`src/rtl/stdp_update_scheduler.sv`:
```
// STDP pairing detector with per-synapse update queue, sharing one
// weight read-modify-write engine between synapses via a round-robin arbiter.
module stdp_update_scheduler #(
    parameter int NUM_PRE   = 5,
    parameter int TW        = 8,
    parameter int WW        = 8,
    parameter int T_WIN     = 32,
    parameter int LTP_SHIFT = 2,
    parameter int LTD_SHIFT = 2,
    localparam int AW       = (NUM_PRE > 1) ? $clog2(NUM_PRE) : 1
) (
    input  logic               clk,
    input  logic               rst_n,
    input  logic               en,
    input  logic [NUM_PRE-1:0] pre_spike,
    input  logic               post_spike,
    output logic               mem_req,
    output logic               mem_we,
    output logic [AW-1:0]      mem_addr,
    output logic [WW-1:0]      mem_wdata,
    input  logic [WW-1:0]      mem_rdata,
    input  logic               mem_ack,
    output logic               busy,
    output logic [NUM_PRE-1:0] pending,
    output logic               upd_done,
    output logic [AW-1:0]      upd_idx,
    output logic [WW-1:0]      upd_weight
);
    localparam int DW = TW + 1;
    localparam int SW = ((WW > DW) ? WW : DW) + 1;
    localparam logic [TW-1:0] TWIN_T = TW'(T_WIN);

    typedef enum logic [1:0] {
        S_IDLE = 2'd0,
        S_RD   = 2'd1,
        S_CALC = 2'd2,
        S_WR   = 2'd3
    } state_t;

    state_t              r_state;
    state_t              w_state_nxt;
    logic [TW-1:0]       r_pre_t [NUM_PRE];
    logic [TW-1:0]       r_post_t;
    logic [NUM_PRE-1:0]  r_pend;
    logic                r_q_pol [NUM_PRE];
    logic [TW-1:0]       r_q_dt  [NUM_PRE];
    logic [NUM_PRE-1:0]  w_cap;
    logic                w_cap_pol [NUM_PRE];
    logic [TW-1:0]       w_cap_dt  [NUM_PRE];
    logic [AW-1:0]       r_rr;
    logic [AW-1:0]       r_idx;
    logic                r_pol;
    logic [TW-1:0]       r_dt;
    logic [WW-1:0]       r_rdata;
    logic [WW-1:0]       r_wdata;
    logic                r_mem_req;
    logic                r_mem_we;
    logic                r_busy;
    logic                w_grant;
    logic                w_hi_found;
    logic [AW-1:0]       w_hi_idx;
    logic [AW-1:0]       w_lo_idx;
    logic [AW-1:0]       w_grant_idx;
    logic [DW-1:0]       w_span;
    logic [DW-1:0]       w_delta;
    logic [SW-1:0]       w_sum;
    logic [WW-1:0]       w_new;

    // Spike timers: load 1 on a spike, otherwise count up and saturate
    always_ff @(posedge clk) begin
        for (int i = 0; i < NUM_PRE; i++) begin
            if (!rst_n)
                r_pre_t[i] <= {TW{1'b1}};
            else if (pre_spike[i])
                r_pre_t[i] <= TW'(1);
            else if (r_pre_t[i] != {TW{1'b1}})
                r_pre_t[i] <= r_pre_t[i] + TW'(1);
            else
                r_pre_t[i] <= r_pre_t[i];
        end
        if (!rst_n)
            r_post_t <= {TW{1'b1}};
        else if (post_spike)
            r_post_t <= TW'(1);
        else if (r_post_t != {TW{1'b1}})
            r_post_t <= r_post_t + TW'(1);
        else
            r_post_t <= r_post_t;
    end

    // Pairing detection; a coincident pre/post spike is pure LTP with dt=0
    always_comb begin
        for (int i = 0; i < NUM_PRE; i++) begin
            w_cap[i]     = 1'b0;
            w_cap_pol[i] = 1'b0;
            w_cap_dt[i]  = {TW{1'b0}};
            if (en && pre_spike[i] && post_spike) begin
                w_cap[i]     = 1'b1;
                w_cap_pol[i] = 1'b1;
            end else if (en && post_spike && (r_pre_t[i] < TWIN_T)) begin
                w_cap[i]     = 1'b1;
                w_cap_pol[i] = 1'b1;
                w_cap_dt[i]  = r_pre_t[i];
            end else if (en && pre_spike[i] && (r_post_t < TWIN_T)) begin
                w_cap[i]     = 1'b1;
                w_cap_dt[i]  = r_post_t;
            end else begin
                w_cap[i]     = 1'b0;
            end
        end
    end

    // Round-robin search: lowest pending index above rr, else lowest overall
    always_comb begin
        w_hi_found = 1'b0;
        w_hi_idx   = {AW{1'b0}};
        w_lo_idx   = {AW{1'b0}};
        for (int i = NUM_PRE - 1; i >= 0; i--) begin
            w_hi_found = w_hi_found | (r_pend[i] & (AW'(i) > r_rr));
            w_hi_idx   = (r_pend[i] && (AW'(i) > r_rr)) ? AW'(i) : w_hi_idx;
            w_lo_idx   = r_pend[i] ? AW'(i) : w_lo_idx;
        end
        w_grant_idx = w_hi_found ? w_hi_idx : w_lo_idx;
        w_grant     = (r_state == S_IDLE) && (|r_pend);
    end

    // Pending bits and queued polarity/dt; a fresh capture beats the grant clear
    always_ff @(posedge clk) begin
        for (int i = 0; i < NUM_PRE; i++) begin
            if (!rst_n) begin
                r_pend[i]  <= 1'b0;
                r_q_pol[i] <= 1'b0;
                r_q_dt[i]  <= {TW{1'b0}};
            end else if (w_cap[i]) begin
                r_pend[i]  <= 1'b1;
                r_q_pol[i] <= w_cap_pol[i];
                r_q_dt[i]  <= w_cap_dt[i];
            end else if (w_grant && (w_grant_idx == AW'(i))) begin
                r_pend[i]  <= 1'b0;
            end else begin
                r_pend[i]  <= r_pend[i];
            end
        end
    end

    // Next-state logic of the read-modify-write engine
    always_comb begin
        w_state_nxt = r_state;
        case (r_state)
            S_IDLE:  w_state_nxt = w_grant ? S_RD : S_IDLE;
            S_RD:    w_state_nxt = mem_ack ? S_CALC : S_RD;
            S_CALC:  w_state_nxt = S_WR;
            S_WR:    w_state_nxt = mem_ack ? S_IDLE : S_WR;
            default: w_state_nxt = S_IDLE;
        endcase
    end

    // Weight arithmetic with saturation on LTP and floor at zero on LTD
    always_comb begin
        w_span  = DW'(T_WIN) - {1'b0, r_dt};
        w_delta = r_pol ? (w_span >> LTP_SHIFT) : (w_span >> LTD_SHIFT);
        w_sum   = SW'(r_rdata) + SW'(w_delta);
        if (r_pol)
            w_new = (|w_sum[SW-1:WW]) ? {WW{1'b1}} : w_sum[WW-1:0];
        else if (SW'(w_delta) > SW'(r_rdata))
            w_new = {WW{1'b0}};
        else
            w_new = r_rdata - WW'(w_delta);
    end

    // State register, grant latch, data path and registered memory controls
    always_ff @(posedge clk) begin
        if (!rst_n) begin
            r_state   <= S_IDLE;
            r_rr      <= AW'(NUM_PRE - 1);
            r_idx     <= {AW{1'b0}};
            r_pol     <= 1'b0;
            r_dt      <= {TW{1'b0}};
            r_rdata   <= {WW{1'b0}};
            r_wdata   <= {WW{1'b0}};
            r_mem_req <= 1'b0;
            r_mem_we  <= 1'b0;
            r_busy    <= 1'b0;
        end else begin
            r_state   <= w_state_nxt;
            r_mem_req <= (w_state_nxt == S_RD) || (w_state_nxt == S_WR);
            r_mem_we  <= (w_state_nxt == S_WR);
            r_busy    <= (w_state_nxt != S_IDLE);
            if (w_grant) begin
                r_idx <= w_grant_idx;
                r_pol <= r_q_pol[w_grant_idx];
                r_dt  <= r_q_dt[w_grant_idx];
                r_rr  <= w_grant_idx;
            end else begin
                r_idx <= r_idx;
            end
            if ((r_state == S_RD) && mem_ack)
                r_rdata <= mem_rdata;
            else
                r_rdata <= r_rdata;
            if (r_state == S_CALC)
                r_wdata <= w_new;
            else
                r_wdata <= r_wdata;
        end
    end

    assign mem_req    = r_mem_req;
    assign mem_we     = r_mem_we;
    assign mem_addr   = r_idx;
    assign mem_wdata  = r_wdata;
    assign busy       = r_busy;
    assign pending    = r_pend;
    assign upd_done   = (r_state == S_WR) && mem_ack;
    assign upd_idx    = r_idx;
    assign upd_weight = r_wdata;

endmodule

```
`config.mk`:
```
export PLATFORM = sky130hd
export DESIGN_NAME = stdp_update_scheduler
export DESIGN_NICKNAME = d
export VERILOG_FILES = /design/src/rtl/stdp_update_scheduler.sv
export SDC_FILE = /design/constraint.sdc
export NUM_CORES = 1
export LEC_CHECK = 0
export ABC_CLOCK_PERIOD_IN_PS = 7400
export CAP_MARGIN = 20
export CORE_MARGIN = 4
export CORE_UTILIZATION = 60
export CTS_BUF_LIST = sky130_fd_sc_hd__clkbuf_16
export CTS_CLUSTER_DIAMETER = 150
export DETAILED_ROUTE_END_ITERATION = 8
export DONT_BUFFER_PORTS = 1
export PLACE_DENSITY = 0.76
export SYNTH_ARGS = -nofsm -noshare
export SYNTH_HDL_FRONTEND = slang
export SYNTH_SLANG_ARGS = --single-unit
```
`constraint.sdc`:
```
create_clock -name clk -period 7.4 [get_ports clk]
set_input_delay 1.85 -clock clk [delete_from_list [all_inputs] [get_ports clk]]
set_output_delay 1.85 -clock clk [all_outputs]
set_load 0.02 [all_outputs]
```
After elaboration in Yosys (flattened, before gate mapping) --
Memories as Yosys holds them, arrays and structs flattened. A register that Yosys moved wholly into a read port is not among the register bits. Index checks and enable logic that the tools add are counted.
Storage, ports and cells: register bits after elaboration 40, bits of input ports 18, RAM bits 85, word-level logic and storage cells 304, output and inout bits 31, memories 3
Memory list:
- r_pre_t | words 5, width 8, read ports 5, clocked after Yosys merged registers in 0, write ports 5, line 42 | logic [TW-1:0] r_pre_t [NUM_PRE];
- r_q_dt | words 5, width 8, read ports 1, clocked after Yosys merged registers in 1, write ports 5, line 46 | logic [TW-1:0] r_q_dt [NUM_PRE];
- r_q_pol | words 5, width 1, read ports 1, clocked after Yosys merged registers in 1, write ports 5, line 45 | logic r_q_pol [NUM_PRE];
Cells by class: bitwise logic cells 35, add/subtract/negate cells 9, order comparisons 12, muxes and demuxes 166, eq/ne operators 15, reduce and logical (&&, ||, !) cells 49
Operator list (number):
- 8-bit 2-to-1 mux | 40
- 1-bit 2-to-1 mux | 112
- 8-bit by 1-bit adder with 8-bit output, second input constant | 6
- 8-bit by 6-bit < comparator with 1-bit output, second input constant | 6
- 8-bit inequality test, second input constant | 6
- 1-bit logical AND | 34
- 3-bit 2-to-1 mux | 11
- 1-bit bitwise OR | 29
- 2-bit nonzero test | 7
- 8-bit by 7-bit adder with 9-bit output | 1
- 6-bit by 8-bit subtractor with 9-bit output, first input constant | 1
- 7-bit by 8-bit > comparator with 1-bit output | 1
- 2-bit case mux with 4 select lines | 1
- 8-bit by 7-bit subtractor with 8-bit output | 1
- 2-bit equality test, second input constant | 3
- 3-bit by 2-bit equality test with 1-bit output, second input constant | 2
- 1-bit by 3-bit > comparator with 1-bit output, first input constant | 2
- 2-bit by 3-bit > comparator with 1-bit output, first input constant | 2
- 1-bit AND | 5
- 5-bit OR reduction | 1
- 2-bit by 1-bit equality test with 1-bit output, second input constant | 2
- 2-bit 2-to-1 mux | 2
- 2-bit OR reduction | 2
- 3-bit by 1-bit equality test with 1-bit output, second input constant | 1
- other kinds (7) | 8

Longest topological paths before layout --
Gate-level depths: netlist of the first run.
depth in word-level cells 12, gate-level depth with buffers 15, depth with buffers taken out 14

Least setup slack after synthesis of the first run --
Ideal clock, no wire load.
kind input port to output port, start point input mem_ack, end point output upd_done, slack 3447 ps, stages 1, data required time 5550 ps, arrival 2103 ps, buffers on the path 0, cell sequence and3_1
Between the ends: longest elaborated chain between the ends 1
RTL lines:
- start, declared | line 22 | input logic mem_ack,
- 1-bit logical AND | line 214 | assign upd_done = (r_state == S_WR) && mem_ack;
- end, declared | line 25 | output logic upd_done,
Every way passes these cells.

Worst setup path after layout of the first run --
Same ends and word-level chain as after synthesis.

==> results, run 1 <==
- The final-report setup violation count is 0.
- Detailed placement ended at an HPWL of 11300 um.
- The number of buffers inserted to repair setup after CTS is 0.
- The number of sinks on the clock net is 132.
- The number of pins exceeding their max-slew limit in the final report is 0.
- In the final routed layout, each cell accounts on average for 18.1 um.
- The flow ran to the end, and the final reports show no timing, DRC or antenna violations.
- Clock skew on the completed layout was measured at 0.00445 ns.
- The total of cells resized after clock tree synthesis is 0.
- The highest-delay cell along the critical path is sky130_fd_sc_hd__and3_1.
- The tree is rooted in a sky130_fd_sc_hd__clkbuf_16.
- The worst-path maximum fanout is 2.
- Registers take 3480 sq um.
- 49 I/O pins were placed.
- After detailed routing, the number of vias per cell comes to 6.14.
- After routing the design area is 7900 sq um.
- The count of endpoints failing hold in the final timing report is 0.
- In this run the standard cell core region covers 12000 sq um.
- The total routed wirelength is 15900 um.
- In this run, synthesis inferred 84 flip-flops with an integrated enable.
- Yosys printed 0 warnings.
- The post-synthesis to final-layout area growth is 7.16%.
- The worst min-delay path class is reg2reg.
- The placed instances occupy a cell area of 7380 sq um.
- The final weighted congestion of routability-driven global placement is 0.829.
- The count of TritonRoute iterations in the first routing pass is 6.
- The worst setup path is launched from a primary input.
- In the routed design, unresolved DRC markers number 0.
- The fraction of final layout cells sized beyond drive strength 1 is 0.0981.
- The later-pin clock latency in the skew report is 0.42 ns.
- Power spread over the standard cell area amounts to 267 nW/um^2.
- IR analysis of the VDD net gives a maximum drop of 0.000144 V.
- The final sum of negative setup slack is 0 ns.
- The effective utilization at floorplan is 0.614.
- For this run, the post-layout net count is 761.
- On the worst path, the slowest cell contributes a delay of 0.26 ns.
- Synthesis handed over a netlist of 728 instances.
- The total overflow left after global routing is 0.
- The multi-input combinational cells in the finished layout cover a total of 3610 sq um.
- The sequential element share of the synthesized area is 0.472.
- The remaining max-slew budget at the tightest pin is 0.364.
- In the finished design, the share of the clock period the worst path needs comes to 0.535.
- The post-layout minimum cycle time is 3.96 ns.
- After the first detailed-routing iteration, the DRC count stood at 502.
- The number of antenna-violating nets in the routed design is 0.
- STA puts the critical path data arrival time at 2.11 ns.
- For the pin with the worst max-slew slack, the measured transition is 0.954 ns.
- For this run, the top clock speed supported by timing is 252 MHz.
- The initial antenna violation count is 0.
- Synthesis inferred 132 register bits.
- The worst setup slack after placement is 3.44 ns.
- The routed layout has 5405 vias.
- In this run the horizontal extent of the chip is 119 um.
- STA classifies the critical path endpoint as an output pin.
- TritonCTS built the clock tree.
- The sum of buffers and inverters on the critical path is 0.
- The family with the most delay on the worst path is simple AND/OR/NAND/NOR gates.
- Max-cap violations in this run came to 0.
- The H-tree generated during clock tree synthesis spans 4 levels.
- The floorplan step defined a die boundary enclosing 14100 sq um.
- Traced cell by cell, the critical path runs through and3_1.
- The mean cell area of the mapped netlist is 10.1 sq um.
- The via count of the first global-routing pass is 5409.
- The vertical die dimension is 119 um.
- The number of clock buffers added by TritonCTS is 17.
- The first-pass GRT wire length is 26300 um.
- The maximum buffer depth of the clock tree is 2.
- The filler cell count in the final layout is 949.
- The count of cell types in the netlist is 69.
- The cell row count is 40.
- The cell area after synthesis is 7370 sq um.
- The commonest register cell after synthesis is sky130_fd_sc_hd__edfxtp_1.
- Entering global routing, the biggest net connects 82 pins.
- The leading cell type in the layout, fill and taps excluded is sky130_fd_sc_hd__edfxtp_1.
- The count of port buffers added during placement is 0.
- The global router's overall resource usage is 0.232.
- For this design the static power due to leakage is 2.83 nW.
- The worst hold slack is 0.489 ns.
- Overall power consumption after layout is estimated at 2.11 mW.
- Setup repair after global routing left no endpoint under its margin.
- After clock tree synthesis, the clock-pin slew on the worst setup and hold paths is 0.06 ns.
- The async set-reset flop share out of synthesis is 0.
- STA puts the critical path data required time at 5.55 ns.
- The critical path in this run is classified as in2out.
- In the layout the commonest cells are sky130_fd_sc_hd__edfxtp_1 (84), sky130_fd_sc_hd__nand2_1 (70), sky130_fd_sc_hd__o21ai_0 (67), sky130_fd_sc_hd__nor2_1 (57), sky130_fd_sc_hd__dfxtp_1 (48).
- The repair_antennas step left the layout with diodes totalling 0.
- The worst path setup slack after routing is 3.44 ns.
- For this design, the CTS-stage hold fixing added 0 buffers.
-- cell usage after synthesis (all sizes together) (3+ instances only) --
master	instances	area, sq um
a21oi	33	176
inv	25	93.8
clkbuf	18	67.6
and2	5	31.3
nand2b	15	93.8
a21o	3	22.5
xor2	25	219
nand3	32	165
a21boi	13	97.6
o21a	5	37.5
a31oi	6	37.5
nor2b	12	77.6
or3b	5	43.8
or2	8	50.1
buf	23	173
nand3b	7	52.6
nor4	7	75.1
a221oi	12	179
or3	3	18.8
and3	12	75.1
edfxtp	84	2520
a22oi	34	255
o21ai	78	390
nand2	70	263
nor2	57	214
a22o	9	149
dfxtp	48	961
a211oi	4	30.0
mux2i	3	30.0
xnor2	18	158
nor3	7	40.0
ha	20	250
-- flip-flops by register name, summed over array words and instances (netlist names) --
register,count
r_pre_t,40
r_q_dt,40
mem_wdata,8
r_dt,8
r_post_t,8
r_rdata,8
pending,5
r_q_pol,5
r_rr,3
r_state,2
busy,1
mem_addr,1
mem_req,1
mem_we,1
r_pol,1
-- layout make-up --
type,instances,area share
clock buffer,17,0.0538
clock inverter,15,0.0125
inverter,25,0.0119
multi-input combinational,544,0.457
sequential,132,0.441
tap,147,0.0233
timing repair buffer,1,0.000950
-- power breakdown --
group / switching [mW] / internal [mW]
sequential: 0.0979 / 0.848
combinational: 0.234 / 0.178
clock: 0.300 / 0.449
-- layer usage --
layer | track usage | vias to the layer above | part of all wire
li1 | - | 2632 | -
met1 | 0.276 | 2533 | 0.41
met2 | 0.393 | 192 | 0.50
met3 | 0.0503 | 48 | 0.050
met4 | 0.126 | 0 | 0.042
met5 | 0 | - | 0
-- metrics by stage --
stage | cells | utilization
floorplan | 742 | -
global placement | 848 | 0.614
detailed placement | 849 | 0.614
CTS | 881 | 0.658
global route | 881 | 0.658
finish | 881 | 0.658
-- worst paths after layout --
path	endpoint	slack [ns]	depth (start not counted)	from
setup / recovery	upd_done	3.44	1	mem_ack
hold / removal	r_rdata[0]	0.49	2	r_rdata[0]
setup reg to reg	mem_wdata[7]	4.21	13	r_dt[2]
hold reg to reg	r_rdata[0]	0.49	2	r_rdata[0]
-- cells by family after synthesis --
group,share of synthesized area
AOI/OAI and AO/OA,0.220
xor gates and xnor gates,0.0511
adders and majority gates,0.0394
buffers and inverters,0.0453
DFF,0.472
muxes,0.00407
other,0.000509
and+or+nand+nor,0.168
No activity file was read; power rests on OpenSTA's default activity.
==> run 2, diff against run 1 <==
--- a/config.mk
+++ b/config.mk
@@ -5,10 +5,10 @@
 export SDC_FILE = /design/constraint.sdc
 export NUM_CORES = 1
 export LEC_CHECK = 0
-export ABC_CLOCK_PERIOD_IN_PS = 7400
+export ABC_CLOCK_PERIOD_IN_PS = 3600
 export CAP_MARGIN = 20
 export CORE_MARGIN = 4
-export CORE_UTILIZATION = 60
+export CORE_UTILIZATION = 58
 export CTS_BUF_LIST = sky130_fd_sc_hd__clkbuf_16
 export CTS_CLUSTER_DIAMETER = 150
 export DETAILED_ROUTE_END_ITERATION = 8
==> constraint.sdc (replaced) <==
create_clock -name clk -period 3.6 [get_ports clk]
set_input_delay 0.9 -clock clk [delete_from_list [all_inputs] [get_ports clk]]
set_output_delay 0.9 -clock clk [all_outputs]
set_load 0.02 [all_outputs]
==> results, run 2 (synthesized netlist as in run 1, its figures left out) <==
- The remaining max-slew budget at the tightest pin is 0.353 (-0.0114).
- On the critical path, the stage with the largest delay is an instance of sky130_fd_sc_hd__nor4_1.
- The count of TritonRoute iterations in the first routing pass is 6 (unchanged).
- The worst endpoint required time was 3.88 ns (-1.67 ns).
- The cell row count is 40 (unchanged).
- The worst-path maximum fanout is 7 (+5).
- The layout net count is 765 (+0.53%).
- The number of buffers inserted to repair setup after CTS is 0 (unchanged).
- The core area is 12200 sq um (+1.7%).
- The worst min-delay path class is reg2reg.
- The antenna diode instance count was 0 (unchanged).
- The post-synthesis to final-layout area growth is 8.57%.
- The leading cell type in the layout, fill and taps excluded is sky130_fd_sc_hd__edfxtp_1.
- The total of cells resized after clock tree synthesis is 0 (unchanged).
- Of the available clock period, the critical path in the final layout requires 0.896.
- The area occupied by registers was 3480 sq um (unchanged).
- The number of antenna-violating nets in the routed design is 0 (unchanged).
- The worst setup skew after layout was 0.00687 ns (+0.00241 ns).
- The final-report setup violation count is 0 (unchanged).
- The count of port buffers added during placement came to 0 (unchanged).
- The total clock buffers created by CTS is 17 (unchanged).
- The via count of the first global-routing pass is 5291 (-2.2%).
- The critical path is of the reg2reg type.
- The maximum buffer depth of the clock tree is 2 (unchanged).
- The post-layout total power is 4.47 mW (+110%).
- The number of violations reported at the end of detailed-routing iteration 0 was 578 (+15%).
- The signal on the critical path passes through nor4_1 -> nor2b_1 -> nor2b_1 -> nor3_1 -> inv_1 -> and2_1 -> ha_1 -> nor2_1 -> nor2_1 -> o221ai_1 -> and2_1 -> a32o_1 -> o22ai_1.
- The standby leakage power was 2.87 nW (+1.4%).
- The worst path needs 3.22 ns of the cycle, external delays included.
- The startpoint identified for the worst register-to-register timing path is r_dt[2].
- The filler cell count in the final layout is 983 (+3.6%).
- The depth of the CTS H-tree is 4 (unchanged).
- The final HPWL from detailed placement was 11300 um (-0.42%).
- The depth of the worst register-to-register path came to 13 (unchanged).
- The final sum of negative setup slack is 0 ns (unchanged).
- The cell count after placement is 874 (+2.9%).
- The die width came to 121 um (+1.6%).
- The total routed wirelength is 15600 um (-1.8%).
- The startpoint identified for the worst hold timing path is r_rdata[0].
- The area of all placed cells without fillers was 8010 sq um (+1.3%).
- The count of vias placed by the detailed router is 5486 (+1.5%).
- The number of hold buffers added after cts was 0 (unchanged).
- The library cells used most frequently in the layout, excluding fill and tap cells, are sky130_fd_sc_hd__edfxtp_1 (84), sky130_fd_sc_hd__nand2_1 (70), sky130_fd_sc_hd__o21ai_0 (67), sky130_fd_sc_hd__nor2_1 (57), sky130_fd_sc_hd__dfxtp_1 (48).
- The clock-pin slew of the registers on the worst-case setup and hold paths was 0.05 ns (about the same).
- The routed length per placed instance is 17.3 um (-4.5%).
- The initial antenna violation count is 0 (unchanged).
- The worst path setup slack after routing was 0.376 ns (-3.06 ns).
- The count of endpoints failing hold in the final timing report is 0 (unchanged).
- The slew at the pin closest to its max-slew limit is 0.971 ns (+0.0171 ns).
- The internal reg-to-reg setup slack is 0.38 ns (-3.83 ns).
- The total area of multi-input combinational cells was 3610 sq um (unchanged).
- The number of standard cells in the layout, taps in and fillers out was 906 (+2.8%).
- The TritonCTS clock tree is done.
- The data arrival time of the critical path is 3.50 ns (+1.39 ns).
- The vertical die dimension is 121 um (+1.6%).
- The later-pin clock latency in the skew report came to 0.41 ns (about the same).
- The startpoint type of the worst setup path is a register.
- The fraction of final layout cells sized beyond drive strength 1 is 0.0989 (+0.000823).
- The residual overflow from global routing was 0 (unchanged).
- The total power density per cell area is 559 nW/um^2 (+110%).
- The number of sinks on the clock net came to 132 (unchanged).
- The largest net degree at the start of global routing is 82 (unchanged).
- The timing-limited maximum frequency is 310 MHz.
- The peak supply drop is 0.000315 V (+120%).
- The final weighted congestion of routability-driven global placement is 0.885 (+6.8%).
- The worst setup slack after placement is 0.457 ns (-2.98 ns).
- The capture point of the worst reg-to-reg path is mem_wdata[7].
- The worst hold slack was 0.485 ns (-0.00369 ns).
- The number of cells on the worst hold path is 2 (unchanged).
- The I/O pin count is 49 (unchanged).
- The via count normalized by instance count came to 6.06 (-1.3%).
- Setup repair after global routing left no endpoint under its margin.
- The utilization of the core after routing is 0.656 (-0.00228).
- The standard cell area after detailed placement is 7430 sq um (+0.76%).
- The clock root buffer is sky130_fd_sc_hd__clkbuf_16.
- The largest registers in the layout are r_pre_t (40), r_q_dt (40).
- The destination of the worst hold path is r_rdata[0].
- The max capacitance violation total is 0 (unchanged).
- The first-pass GRT wire length is 25800 um (-1.8%).
- STA classifies the critical path endpoint as a register.
- The peak per-stage delay on the critical path is 0.41 ns (+0.15 ns).
- The die area is 14600 sq um (+3.2%).
- The number of pins exceeding their max-slew limit in the final report is 0 (unchanged).
- The global router's overall resource usage is 0.223 (-0.00917).
- The effective utilization at floorplan is 0.604 (-0.0101).
- The run finished with clean final reports.
- The number of remaining DRC errors is 0 (unchanged).
[run 2: cell count changes in the layout (fill, tap and decap cells not counted)]
cell / change
sky130_fd_sc_hd__bufinv_16: +2
sky130_fd_sc_hd__buf_4: +4
sky130_fd_sc_hd__clkinv_2: -5
sky130_fd_sc_hd__clkinv_4: +1
sky130_fd_sc_hd__clkinv_1: +3
sky130_fd_sc_hd__clkinvlp_4: -1
[run 2: critical path: cells and delay by family (launching register included)]
kind	cells	cell delay, ns
AOI/OAI and AO/OA	3	0.62
adders and majority gates	1	0.37
buffers and inverters	1	0.09
DFF	1	0.35
and+or+nand+nor	8	1.66
[run 2: worst max-delay path by stage]
stage / startpoint / slack [ns] / cells after the start / end
floorplan: r_dt[1] / 0.68 / 15 / mem_wdata[7]
global placement: r_dt[1] / 0.61 / 13 / mem_wdata[7]
detailed placement: r_dt[1] / 0.46 / 13 / mem_wdata[7]
CTS: r_dt[1] / 0.45 / 13 / mem_wdata[7]
global route: r_dt[2] / 0.15 / 13 / mem_wdata[7]
finish: r_dt[2] / 0.38 / 13 / mem_wdata[7]
[run 2: layer usage]
layer,wire (um),vias to the layer above,track usage
li1,-,2637,-
met1,6550,2605,0.276
met2,7820,205,0.372
met3,848,39,0.0496
met4,431,0,0.103
met5,0,-,0
[run 2: final cells by class]
type | count | area share
multi-input cells | 544 | 0.451
inverters | 25 | 0.0117
repair buffers | 5 | 0.00469
clock buffers | 17 | 0.0531
clock inverters | 15 | 0.0183
flip-flops and latches | 132 | 0.435
well taps | 168 | 0.0263
[run 2: power breakdown]
| group | total [mW] | leakage (nW) | internal [mW] | switching [mW] |
|---|---|---|---|---|
| combinational | 0.863 | 1.34 | 0.369 | 0.495 |
| sequential | 1.94 | 1.25 | 1.74 | 0.196 |
| clock | 1.67 | 0.280 | 1.07 | 0.606 |
==> run 3, diff against run 2 <==
--- a/config.mk
+++ b/config.mk
@@ -13,6 +13,7 @@
 export CTS_CLUSTER_DIAMETER = 150
 export DETAILED_ROUTE_END_ITERATION = 8
 export DONT_BUFFER_PORTS = 1
+export MAX_ROUTING_LAYER = met4
 export PLACE_DENSITY = 0.76
 export SYNTH_ARGS = -nofsm -noshare
 export SYNTH_HDL_FRONTEND = slang
==> constraint.sdc (replaced) <==
create_clock -name clk -period 3.6 [get_ports clk]
set_input_delay 1.08 -clock clk [delete_from_list [all_inputs] [get_ports clk]]
set_output_delay 1.08 -clock clk [all_outputs]
set_load 0.02 [all_outputs]
==> results, run 3 (synthesized netlist as in run 1, its figures left out) <==
- The global-route track usage on met1 was 0.263 (-0.0127).
- The standby leakage power is 2.89 nW (+0.78%).
- The slew at the pin closest to its max-slew limit is 0.947 ns (-0.0243 ns).
- The remaining max-slew budget at the tightest pin was 0.369 (+0.0162).
- The residual overflow from global routing is 0 (unchanged).
- The die area is 14600 sq um (unchanged).
- TritonCTS built the clock tree.
- The via count of the first global-routing pass was 5363 (+1.4%).
- The number of hold buffers added after cts is 0 (unchanged).
- The worst setup path is of the reg2reg kind.
- The cell row count came to 40 (unchanged).
- The total power density per cell area was 568 nW/um^2 (+1.6%).
- The post-route clock period utilization was 0.888 (-0.00803).
- The peak supply drop is 0.000411 V (+30%).
- The post-synthesis to final-layout area growth is 8.98%.
- The later-pin clock latency in the skew report is 0.42 ns (about the same).
- The first-pass GRT wire length is 25500 um (-1.2%).
- The number of pins exceeding their max-slew limit in the final report is 0 (unchanged).
- The total of cells resized after clock tree synthesis is 0 (unchanged).
- The met2 demand-to-capacity share in global routing is 0.381 (+0.00908).
- The number of sinks on the clock net was 132 (unchanged).
- The flow ran to the end, and the final reports show no timing, DRC or antenna violations.
- The largest net degree at the start of global routing is 82 (unchanged).
- The count of TritonRoute iterations in the first routing pass is 8 (+2).
- After global routing, the most crowded layer is met2.
- The core area is 12200 sq um (unchanged).
- The clock root buffer is sky130_fd_sc_hd__clkbuf_16.
- The data arrival time of the critical path came to 3.53 ns (+0.03 ns).
- The peak per-stage delay on the critical path came to 0.44 ns (+0.03 ns).
- The effective utilization at floorplan is 0.604 (unchanged).
- The number of antenna-violating nets in the routed design was 0 (unchanged).
- The layout net count came to 765 (unchanged).
- The count of port buffers added during placement is 0 (unchanged).
- The vertical die dimension is 121 um (unchanged).
- The top cell types in the final layout, fill and taps aside, are sky130_fd_sc_hd__edfxtp_1 (84), sky130_fd_sc_hd__nand2_1 (70), sky130_fd_sc_hd__o21ai_0 (67), sky130_fd_sc_hd__nor2_1 (57), sky130_fd_sc_hd__dfxtp_1 (48).
- STA classifies the critical path endpoint as a register.
- The total clock buffers created by CTS is 17 (unchanged).
- The leading cell type in the layout, fill and taps excluded is sky130_fd_sc_hd__edfxtp_1.
- The timing-limited maximum frequency is 313 MHz (+0.90%).
- The routed length per placed instance is 17.1 um (-0.95%).
- The count of vias placed by the detailed router is 5477 (-0.16%).
- The final sum of negative setup slack came to 0 ns (unchanged).
- The number of remaining DRC errors is 0 (unchanged).
- In the final layout, the registers with the most flip-flops are r_pre_t (40), r_q_dt (40).
- The maximum buffer depth of the clock tree is 2 (unchanged).
- The antenna diode instance count is 0 (unchanged).
- The die width was 121 um (unchanged).
- The depth of the CTS H-tree is 4 (unchanged).
- The critical path goes through nor4_1 -> nor2b_1 -> nor2b_1 -> nor3_1 -> inv_1 -> and2_1 -> ha_1 -> nor2_1 -> nor2_1 -> o221ai_1 -> and2_1 -> a32o_1 -> o22ai_1.
- The count of endpoints failing hold in the final timing report was 0 (unchanged).
- The final-report setup violation count is 0 (unchanged).
- The number of violations reported at the end of detailed-routing iteration 0 is 523 (-9.5%).
- The global router's overall resource usage is 0.228 (+0.00463).
- The worst setup skew after layout is 0.00909 ns (+0.00222 ns).
- The fraction of final layout cells sized beyond drive strength 1 is 0.102 (+0.00271).
- The via count normalized by instance count was 6.05 (-0.16%).
- The initial antenna violation count was 0 (unchanged).
- The standard cell area after detailed placement is 7430 sq um (unchanged).
- The worst-path maximum fanout came to 7 (unchanged).
- The I/O pin count is 49 (unchanged).
- The clock-pin slew of the registers on the worst-case setup and hold paths is 0.06 ns (about the same).
- The max capacitance violation total came to 0 (unchanged).
- The final HPWL from detailed placement is 11000 um (-2.1%).
- The area of all placed cells without fillers is 8040 sq um (+0.38%).
- The startpoint type of the worst setup path is a register.
- Setup repair after global routing left no endpoint under its margin.
- The worst endpoint required time was 3.93 ns (+0.05 ns).
- The final weighted congestion of routability-driven global placement is 0.889 (+0.40%).
- The number of buffers inserted to repair setup after CTS is 0 (unchanged).
- The slowest stage of the critical path is the sky130_fd_sc_hd__nor4_1 cell.
- The total routed wirelength is 15500 um (-0.95%).
- The worst min-delay path class is reg2reg.
- The post-layout minimum cycle time is 3.20 ns (-0.0289 ns).
- The filler cell count in the final layout was 927 (-5.7%).
- The fraction of met3 tracks used by global routing is 0.0571 (+0.00748).
[run 3: cell types whose count changed in the layout (fill, tap and decap cells not counted), sizes merged]
cell,previous run,this run
clkinv,10,5
clkinvlp,1,2
inv,26,29
bufinv,3,4
[run 3: worst max-delay path: cells and delay by family, from the launching register on]
kind / cells / cell delay, ns
compound gates: 3 / 0.64
fa+ha+maj: 1 / 0.40
buf+inv: 1 / 0.09
flops: 1 / 0.35
simple gates: 8 / 1.62
[run 3: path summary, 6_finish.rpt]
| check | start | endpoint | slack (ns) | cells after the start |
|---|---|---|---|---|
| worst min register to register | r_rdata[2] | r_rdata[2] | 0.49 | 2 |
| worst max register to register | r_dt[2] | mem_wdata[7] | 0.40 | 13 |
| worst min-delay path | r_rdata[2] | r_rdata[2] | 0.49 | 2 |
| worst max-delay path | r_dt[2] | mem_wdata[7] | 0.40 | 13 |
[run 3: layout make-up]
class                           instances  area, sq um  share of cell area
Multi-Input combinational cell        544         3610               0.449
Sequential cell                       132         3480               0.433
Clock buffer                           17          425              0.0529
Tap cell                              168          210              0.0262
Clock inverter                         15          176              0.0220
Inverter                               25         93.8              0.0117
Timing Repair Buffer                    5         37.5             0.00467
[run 3: per-layer routing]
metal | up-vias | wire length, um
met2 | 198 | 7860
met1 | 2601 | 6340
li1 | 2639 | -
met3 | 39 | 946
met5 | - | 0
met4 | 0 | 355
[run 3: where the power goes]
part           switching (mW)  internal (mW)
sequential              0.194           1.74
clock                   0.620           1.14
combinational           0.495          0.369
[run 3: stage by stage]
stage / hold slack (ns) / std cells / worst slack (ns) / util / power (mW)
after CTS: 0.493 / 906 / 0.422 / 0.658 / 4.57
after detailed placement: 0.485 / 874 / 0.457 / 0.609 / 2.81
after global routing: 0.517 / 906 / 0.0452 / 0.658 / 4.77
after global placement: 0.472 / 874 / 0.606 / 0.609 / 2.78
final: 0.486 / 906 / 0.404 / 0.658 / 4.56
after floorplan: 0.461 / 742 / 0.678 / - / 2.67
